**config.mk**
```make
export PLATFORM = sky130hd
export DESIGN_NAME = ram_be_clr
export DESIGN_NICKNAME = d
export VERILOG_FILES = /design/src/rtl/ram_be_clr.sv
export SDC_FILE = /design/constraint.sdc
export NUM_CORES = 1
export LEC_CHECK = 0
export CORE_UTILIZATION = 60
export DETAILED_ROUTE_END_ITERATION = 10
export GPL_ROUTABILITY_DRIVEN = 0
export PLACE_DENSITY_LB_ADDON = 0.15
export REMOVE_ABC_BUFFERS = 1
export SLEW_MARGIN = 10
export SYNTH_ARGS = -nofsm -noshare
export SYNTH_HDL_FRONTEND = slang
export SYNTH_SLANG_ARGS = --single-unit
export TNS_END_PERCENT = 30
```
**constraint.sdc**
```tcl
create_clock -name clk -period 6.41 [get_ports clk]
set_input_delay 0.641 -clock clk [delete_from_list [all_inputs] [get_ports clk]]
set_output_delay 0.641 -clock clk [all_outputs]
set_load 0.02 [all_outputs]
```
**src/rtl/ram_be_clr.sv**
```systemverilog
// ram_be_clr: byte-enable single-port RAM with clear engine (in: clk reset cen wen be addr din clr; out: dout rvalid busy err)
module ram_be_clr #(
  parameter int DATA_W   = 32,
  parameter int ADDR_W   = 5,
  parameter int DEPTH    = 32,
  parameter int RDW_MODE = 0
) (
  input  logic                clk,
  input  logic                reset,
  input  logic                cen,
  input  logic                wen,
  input  logic [DATA_W/8-1:0] be,
  input  logic [ADDR_W-1:0]   addr,
  input  logic [DATA_W-1:0]   din,
  input  logic                clr,
  output logic [DATA_W-1:0]   dout,
  output logic                rvalid,
  output logic                busy,
  output logic                err
);
  localparam int NB = DATA_W / 8;
  typedef enum logic {IDLE, CLEAR} state_e;
  state_e            state_q, state_d;
  logic [ADDR_W-1:0] ptr_q, ptr_d;
  logic [DATA_W-1:0] mem [DEPTH];
  logic [DATA_W-1:0] dout_q, dout_d, rdata, merged;
  logic              rvalid_q, rvalid_d, err_q, err_d;
  logic              in_range, acc, rd, wr, last;
  always_comb begin
    in_range = 32'(addr) < 32'(DEPTH);
    rdata    = mem[in_range ? addr : '0];
    merged   = rdata;
    for (int i = 0; i < NB; i++) merged[8*i+:8] = be[i] ? din[8*i+:8] : rdata[8*i+:8];
    last     = ptr_q == ADDR_W'(DEPTH - 1);
    acc      = state_q == IDLE && !clr && cen && in_range;
    rd       = acc && !wen;
    wr       = acc && wen;
    state_d  = state_q == CLEAR ? (last ? IDLE : CLEAR) : (clr ? CLEAR : IDLE);
    ptr_d    = state_q == CLEAR ? ptr_q + 1'b1 : '0;
    dout_d   = (rd || (wr && RDW_MODE == 1)) ? rdata : (wr && RDW_MODE == 2) ? merged : '0;
    rvalid_d = rd || (wr && RDW_MODE != 0);
    err_d    = cen && (state_q == CLEAR || clr || !in_range);
  end
  always_ff @(posedge clk) begin
    if (reset) begin
      state_q  <= CLEAR;
      ptr_q    <= '0;
      dout_q   <= '0;
      rvalid_q <= 1'b0;
      err_q    <= 1'b0;
    end else begin
      state_q  <= state_d;
      ptr_q    <= ptr_d;
      dout_q   <= dout_d;
      rvalid_q <= rvalid_d;
      err_q    <= err_d;
    end
  end
  always_ff @(posedge clk) begin
    if (!reset && state_q == CLEAR) mem[ptr_q] <= '0;
    else if (!reset && wr)
      for (int i = 0; i < NB; i++) if (be[i]) mem[addr][8*i+:8] <= din[8*i+:8];
  end
  assign dout   = dout_q;
  assign rvalid = rvalid_q;
  assign err    = err_q;
  assign busy   = state_q == CLEAR;
endmodule

```
# Word level (Yosys, flattened, before mapping)
# Memory sizes are Yosys's and may differ from the RTL's. A register that Yosys moved wholly into a read port is not among the register bits.
# Index checks and enable logic that the tools add are counted.
# word_totals
n_memories,1
wordCells,47
ff_bits,8
ramBits,1024
# classes
addsub,1
n_reduce_logical,14
muxes,24
n_eq_ne,1
n_bitwise,2
# memory_table
memory,depth,width,read_ports,rd_clocked_by_memory_dff,wr,line,rtl
mem,32,32,1,1,1,25,logic [DATA_W-1:0] mem [DEPTH];
# ops
operator,count
$mux 32,1
$reduce_or 32->1,1
$mux 1,21
$logic_and 1x1->1,7
$add 5x1->5 const B,1
$eq 5x5->1 const B,1
$mux 5,1
$mux 4,1
$reduce_or 2->1,2
$logic_not 1->1,3
$not 1->1,2
$logic_or 1x1->1,1

# Depth between registers and ports, before layout
# Gate-level depths: netlist (run 1).
# depth
depth_word,10
mapped_depth,9
mapped_depth_nobuf,5

# Worst setup path before layout (run 1)
# Ideal clock, no wire load.
# synth_path
path_kind,input to register
startpoint,input clr
endpoint,"memory mem[10][0], enable pin"
path_buffers,2
t_required_ps,6040
t_arrival_ps,2402
setup_ps,370
setup_slack_ps,3638
cell_stages,6
path_cell_list,or4b_1 buf_2 nor4_2 o21ai_1 buf_2 nor2_1
# synth_between
elab_chain_len,10
word_cells_on_any_way,20
# synth_rtl
item,line,rtl
start: declaration,15,"input logic clr,"
$logic_not 1->1 (*),35,acc = state_q == IDLE && !clr && cen && in_range;
$logic_and 1x1->1 (*) (2 in series),35,
$logic_and 1x1->1 (*),37,wr = acc && wen;
$logic_and 1x1->1 (*),61,else if (!reset && wr)
$mux 1,61,
$mux 1,60,if (!reset && state_q == CLEAR) mem[ptr_q] <= '0;
$mux 1 (implied by the code),62,for (int i = 0; i < NB; i++) if (be[i]) mem[addr][8*i+:8] <= din[8*i+:8];
$reduce_or 32->1 (no source line),--,
$mux 5 (no source line) or $mux 4 (tied branches),--,
end: declaration,25,
# Mark *: on every way between the ends. The rest lies on a longest branch, timed or not.

# Worst setup path in the final report (run 1)
# layout_path
startpoint,input reset
endpoint,"memory mem[0][24], enable pin"
# layout_between
elab_chain_len,7
word_cells_on_any_way,20
# layout_rtl
item,line,rtl
start: declaration,9,"input logic reset,"
$logic_not 1->1 (*),"60, 61",
$logic_and 1x1->1,61,
$mux 1,61,
$mux 1,60,
$mux 1 (implied by the code),62,
$reduce_or 32->1 (no source line),--,
$mux 5 (no source line) or $mux 4 (tied branches),--,
# Marks and branches as above.

==> results of run 1 <==
worst max-delay path: cells and delay by family:
kind	cells	cell delay (ps)
and+or+nand+nor	3	1890
buffers and inverters	2	850
muxes	1	990
layer usage:
layer  up-vias  share of wire  global-route usage
li1       8479              -                   -
met5         -              0                   0
met1     10714           0.41               0.433
met3       144          0.099              0.0531
met2      1224           0.47               0.430
met4         0          0.021              0.0751
path summary, 6_finish.rpt:
kind / endpoint / slack [ps]
hold reg to reg: busy / 620
setup reg to reg: mem[0][24] / 2350
hold / removal: err / 610
setup / recovery: mem[0][24] / 2300
logic make-up (layout without fill, tap and decap cells):
group,count (synthesis),in the layout
flip-flops,1064,1064
multiplexers,368,368
AND/OR/NAND/NOR,257,257
AO/OA/AOI/OAI,160,160
buffers and inverters,130,345
adder cells (fa/ha/maj),2,2
XOR/XNOR,2,2
other,0,1
cells in the final DEF (no fill, tap or decap), drive strengths merged, types with 9 or more instances in the layout:
master,instances
buf,70
nand2,28
clkinvlp,10
a221oi,53
nor3,14
bufinv,12
dfxtp,40
and2,33
clkdlybuf4s50,76
nor2,152
o21ai,25
o2111ai,11
mux2i,144
a221o,32
clkinv,38
edfxtp,1024
clkbuf,128
mux4,224
a21oi,33
inv,11
nand2b,9
layout make-up:
type	count	area, µm²	area share
sequential	1064	31600	0.679
clock buffer	128	2850	0.0612
tap	873	1090	0.0235
timing repair buffer	146	1340	0.0288
clock inverter	61	634	0.0136
multi-input combinational	789	8980	0.193
antenna	1	2.50	0.0000538
inverter	10	38.8	0.000835
registers in the layout, summed over array words and instances (netlist names):
| signal | cells |
|---|---|
| ptr_q | 5 |
| busy | 1 |
| mem | 1024 |
| dout | 32 |
| err | 1 |
| rvalid | 1 |
through the flow:
stage / hold slack (ps) / std cells / util / total power, mW / area [µm²]
after floorplan: 531 / 1863 / - / 7.90 / 40500
after global placement: 586 / 2882 / 0.638 / 8.13 / 43000
after detailed placement: 588 / 2882 / 0.638 / 8.13 / 43000
after CTS: 579 / 3071 / 0.690 / 14.2 / 46500
after global routing: 625 / 3071 / 0.690 / 14.5 / 46500
final: 610 / 3072 / 0.690 / 14.2 / 46500
where the power goes:
part,total [mW],leakage (nW),internal (mW),switching (mW)
Sequential,7.56,11.8,7.54,0.0146
Clock,6.17,1.68,3.63,2.55
Combinational,0.429,3.53,0.166,0.264
==> impl_metrics.ini, run 1 <==
[route]
vias_per_cell = 6.69
drc = 0
wl_per_cell_um = 31.2
drt_first_pass_iters = 6
num_vias = 20561
routed_wl_um = 95900
ant_nets = 0
drtIter0Drc = 2790

[logic_synthesis]
synthMuxAreaShare = 0.158
ys_seq_area_frac = 0.768
synthCells = 1983
synth_top_family_by_area = multiplexers
synth_area_um2 = 41100
ys_ff_latch = 1064
synth_edf_count = 1024
synth-adder-area-share = 0.000609
netlist_top_cells_count = 1024 x edfxtp_1, 224 x mux4_2, 152 x nor2_1
synthXorXnorAreaFrac = 0.000427
syn_area_per_cell_um2 = 20.7
yosysTopAreaCell = edfxtp_1
ys_types = 41
synth_compound_area_frac = 0.0296
ys_warn_count = 0
synthArstFlopShare = 0
yosys_most_used_dff = edfxtp_1
synth_area_leaders = edfxtp_1 75%, mux4_2 12%, mux2i_1 3.5%
synth_simple_gate_area_frac = 0.0286
yosysTopAreaCellShare = 0.749
synth.most_common_cell = edfxtp_1

[worst_setup_path]
end_kind = register
cp.required_ps = 6700
cp_max_fo = 19
crit_chain = clkdlybuf4s50_1 -> or4b_1 -> nor3_4 -> buf_4 -> mux2i_2 -> nor2_1
critPathSlowestCell = mux2i_2
r2r-start = busy
rr_worst_depth = 5
max_stage_delay_ps = 990
startpoint_type = input port
crit_arrival_ps = 4400
cp-startpoint = reset
criticalPathCategory = in -> reg

[cells_and_area]
area.growth.synth_to_final_pct = 13.2
drive_gt1_frac = 0.215
nNetsFinal = 2161
fill_cells = 4090

[die]
core_um2 = 67400
dieArea_um2 = 69500
die_w_um = 264
ioPinCount = 81
die-height_um = 264
rows = 95
start_util = 0.609

[clocking]
clock_latency_ps = 660
cts_setup_buffers = 0
cts_tree = yes
cts_root_buf = clkbuf_16
clock_path_buffers = 3
numCtsBuffers = 102
hold_buffers = 0
h-tree-depth = 3
cts.sinks = 1064
cts_resized = 0
clkSlewWorstSetupHoldPaths_ps = 60

[placed_design]
hpwl_um = 58800
dpl_worst_slack_ps = 1630
io_buffers = 80

[worst_hold_path]
hold_path_depth = 2
holdCritStartpoint = cen
hp-class = in -> reg

[timing]
tightest_slew_ps = 1170
grt_setup_unrepaired = false
min_period_ps = 4110
hold_violations = 0
fin_tns_setup_ps = 0
slew_viol_final = 0
fin_crit_sh = 0.642
setup_slack_ps = 2300
timing.fmax_mhz = 243
skew_ps = 25.3
max-slew-margin-rel = 0.203
finalSetupViolCount = 0

[grt]
grt_pass1_vias = 20541
grt_pass1_wl_um = 142000
track_usage = 0.284
grt_max_degree = 121
antenna_found_initial = 1
overflow = 0

[status]
status = finished clean

[power]
ir_drop_uv = 246
power_density_nw_per_um2 = 305
p_leak_nw = 17.0

[job]
cap_violations = 0
No activity file was read; power rests on OpenSTA's default activity.
==> run 2, diff against run 1 <==
--- a/config.mk
+++ b/config.mk
@@ -5,7 +5,7 @@
 export SDC_FILE = /design/constraint.sdc
 export NUM_CORES = 1
 export LEC_CHECK = 0
-export CORE_UTILIZATION = 60
+export CORE_UTILIZATION = 56
 export DETAILED_ROUTE_END_ITERATION = 10
 export GPL_ROUTABILITY_DRIVEN = 0
 export PLACE_DENSITY_LB_ADDON = 0.15
==> constraint.sdc (replaced) <==
create_clock -name clk -period 3.7 [get_ports clk]
set_input_delay 0.37 -clock clk [delete_from_list [all_inputs] [get_ports clk]]
set_output_delay 0.37 -clock clk [all_outputs]
set_load 0.02 [all_outputs]
==> run 2 against run 1 <==
Compared with the run above: sequential cell count is the same; register-to-register slack worse by 1800 ps; critical path depth is the same; clock skew grew 1.6 ps; cell area is 1.6% higher; worst hold slack lost 260 ps; cell count up 5.2%; critical path type is now reg -> reg; total power grew 73%.
==> impl_metrics.ini, run 2 (synthesis gave the netlist of run 1 again) <==
[cells_and_area]
drive_gt1_frac = 0.236
nNetsFinal = 2244
final_cell_mix = 1024 x edfxtp_1, 224 x mux4_2, 150 x nor2_1
utilization = 0.656
largest_reg_flops = 1024
largest_register = mem
layout_commonest_cell = edfxtp_1
fill_cells = 4641
n_antenna_cell = 0
area.growth.synth_to_final_pct = 15.0

[timing]
timing.fmax_mhz = 320
min_period_ps = 3130
finalSetupViolCount = 0
slew_viol_final = 0
grt_setup_unrepaired = false
fin_crit_sh = 0.846
hold_violations = 0
max-slew-margin-rel = 0.253
fin_tns_setup_ps = 0
tightest_slew_ps = 1120
skew_ps = 26.9

[worst_setup_path]
end_kind = register
cp_max_fo = 16
criticalPathCategory = reg -> reg
crit_arrival_ps = 3390
startpoint_type = register
cp.required_ps = 3970

[route]
vias_per_cell = 6.37
num_vias = 20598
drc = 0
drt_first_pass_iters = 6
ant_nets = 0
routed_wl_um = 96800
wl_per_cell_um = 29.9
drtIter0Drc = 2527

[placed_design]
io_buffers = 80
hpwl_um = 61200

[die]
start_util = 0.570
dieArea_um2 = 74400
core_um2 = 72000
die_w_um = 273
die-height_um = 273
ioPinCount = 81
rows = 98

[status]
status = finished clean

[worst_hold_path]
hp-class = in -> reg

[job]
cap_violations = 0

[grt]
grt_pass1_vias = 20945
track_usage = 0.266
grt_pass1_wl_um = 142000
overflow = 0
antenna_found_initial = 1
grt_max_degree = 70

[clocking]
cts_setup_buffers = 0
clock_latency_ps = 670
clock_path_buffers = 3
numCtsBuffers = 101
cts_root_buf = clkbuf_16
h-tree-depth = 3
cts_resized = 0
cts.sinks = 1064
clkSlewWorstSetupHoldPaths_ps = 60
hold_buffers = 0
cts_tree = yes

[power]
p_leak_nw = 17.5
power.total_mw = 24.6
switchingPower_mw = 4.85
switching_share = 0.197
power_density_nw_per_um2 = 520
combPwrFrac = 0.033
ir_drop_uv = 438
p_int_mw = 19.7
clkPwrFrac = 0.434
pwr-share-seq = 0.533
-- run 2: cell types whose count changed in the layout (fill, tap and decap cells not counted), sizes merged --
cell	before	now
buf	70	154
clkbuf	128	140
clkinv	38	29
clkinvlp	10	3
bufinv	12	14
inv	11	13
diode	1	0
-- run 2: worst paths after layout --
path	startpoint	endpoint	slack, ps	cells after the start
max	busy	mem[3][16]	570	6
min	cen	err	350	2
max reg2reg	busy	mem[3][16]	570	6
min reg2reg	busy	err	620	2
-- run 2: power by group through the flow --
stage	Clock, mW	Sequential, mW	Combinational [mW]
3_3_place_gp	0	13.3	0.794
3_5_place_dp	0	13.3	0.802
5_1_grt	11.2	13.1	0.840
2_1_floorplan	0	13.3	0.343
4_1_cts	10.8	13.1	0.806
6_report	10.7	13.1	0.802
-- run 2: layer usage --
metal	vias up	global-route usage	wire length, µm
met3	154	0.0440	8910
met5	-	0.0116	118
met4	2	0.0735	2270
li1	8653	-	-
met1	10680	0.383	38500
met2	1109	0.425	47000
-- run 2: cell type report --
class / count / area, µm² / share of cell area
Sequential cell: 1064 / 31600 / 0.668
Timing Repair Buffer: 230 / 2040 / 0.0432
Tap cell: 950 / 1190 / 0.0252
Multi-Input combinational cell: 789 / 8940 / 0.189
Clock buffer: 140 / 2830 / 0.0599
Clock inverter: 49 / 629 / 0.0133
Inverter: 10 / 38.8 / 0.000821
-- run 2: critical path: stages, from the launching register on --
cell	delay (ps)
dfxtp_1	350
or4b_1	550
buf_4	210
nor4_2	500
o21ai_1	240
buf_12	210
nor2_1	670
-- run 2: through the flow --
step / cell area (µm²) / setup WS (ps) / cells / hold WS [ps]
6_report: 47200 / 571 / 3232 / 354
5_1_grt: 47200 / 450 / 3232 / 369
4_1_cts: 47200 / 653 / 3232 / 329
3_5_place_dp: 43800 / 120 / 3043 / 625
3_3_place_gp: 43800 / 123 / 3043 / 572
2_1_floorplan: 40500 / 154 / 1863 / 446
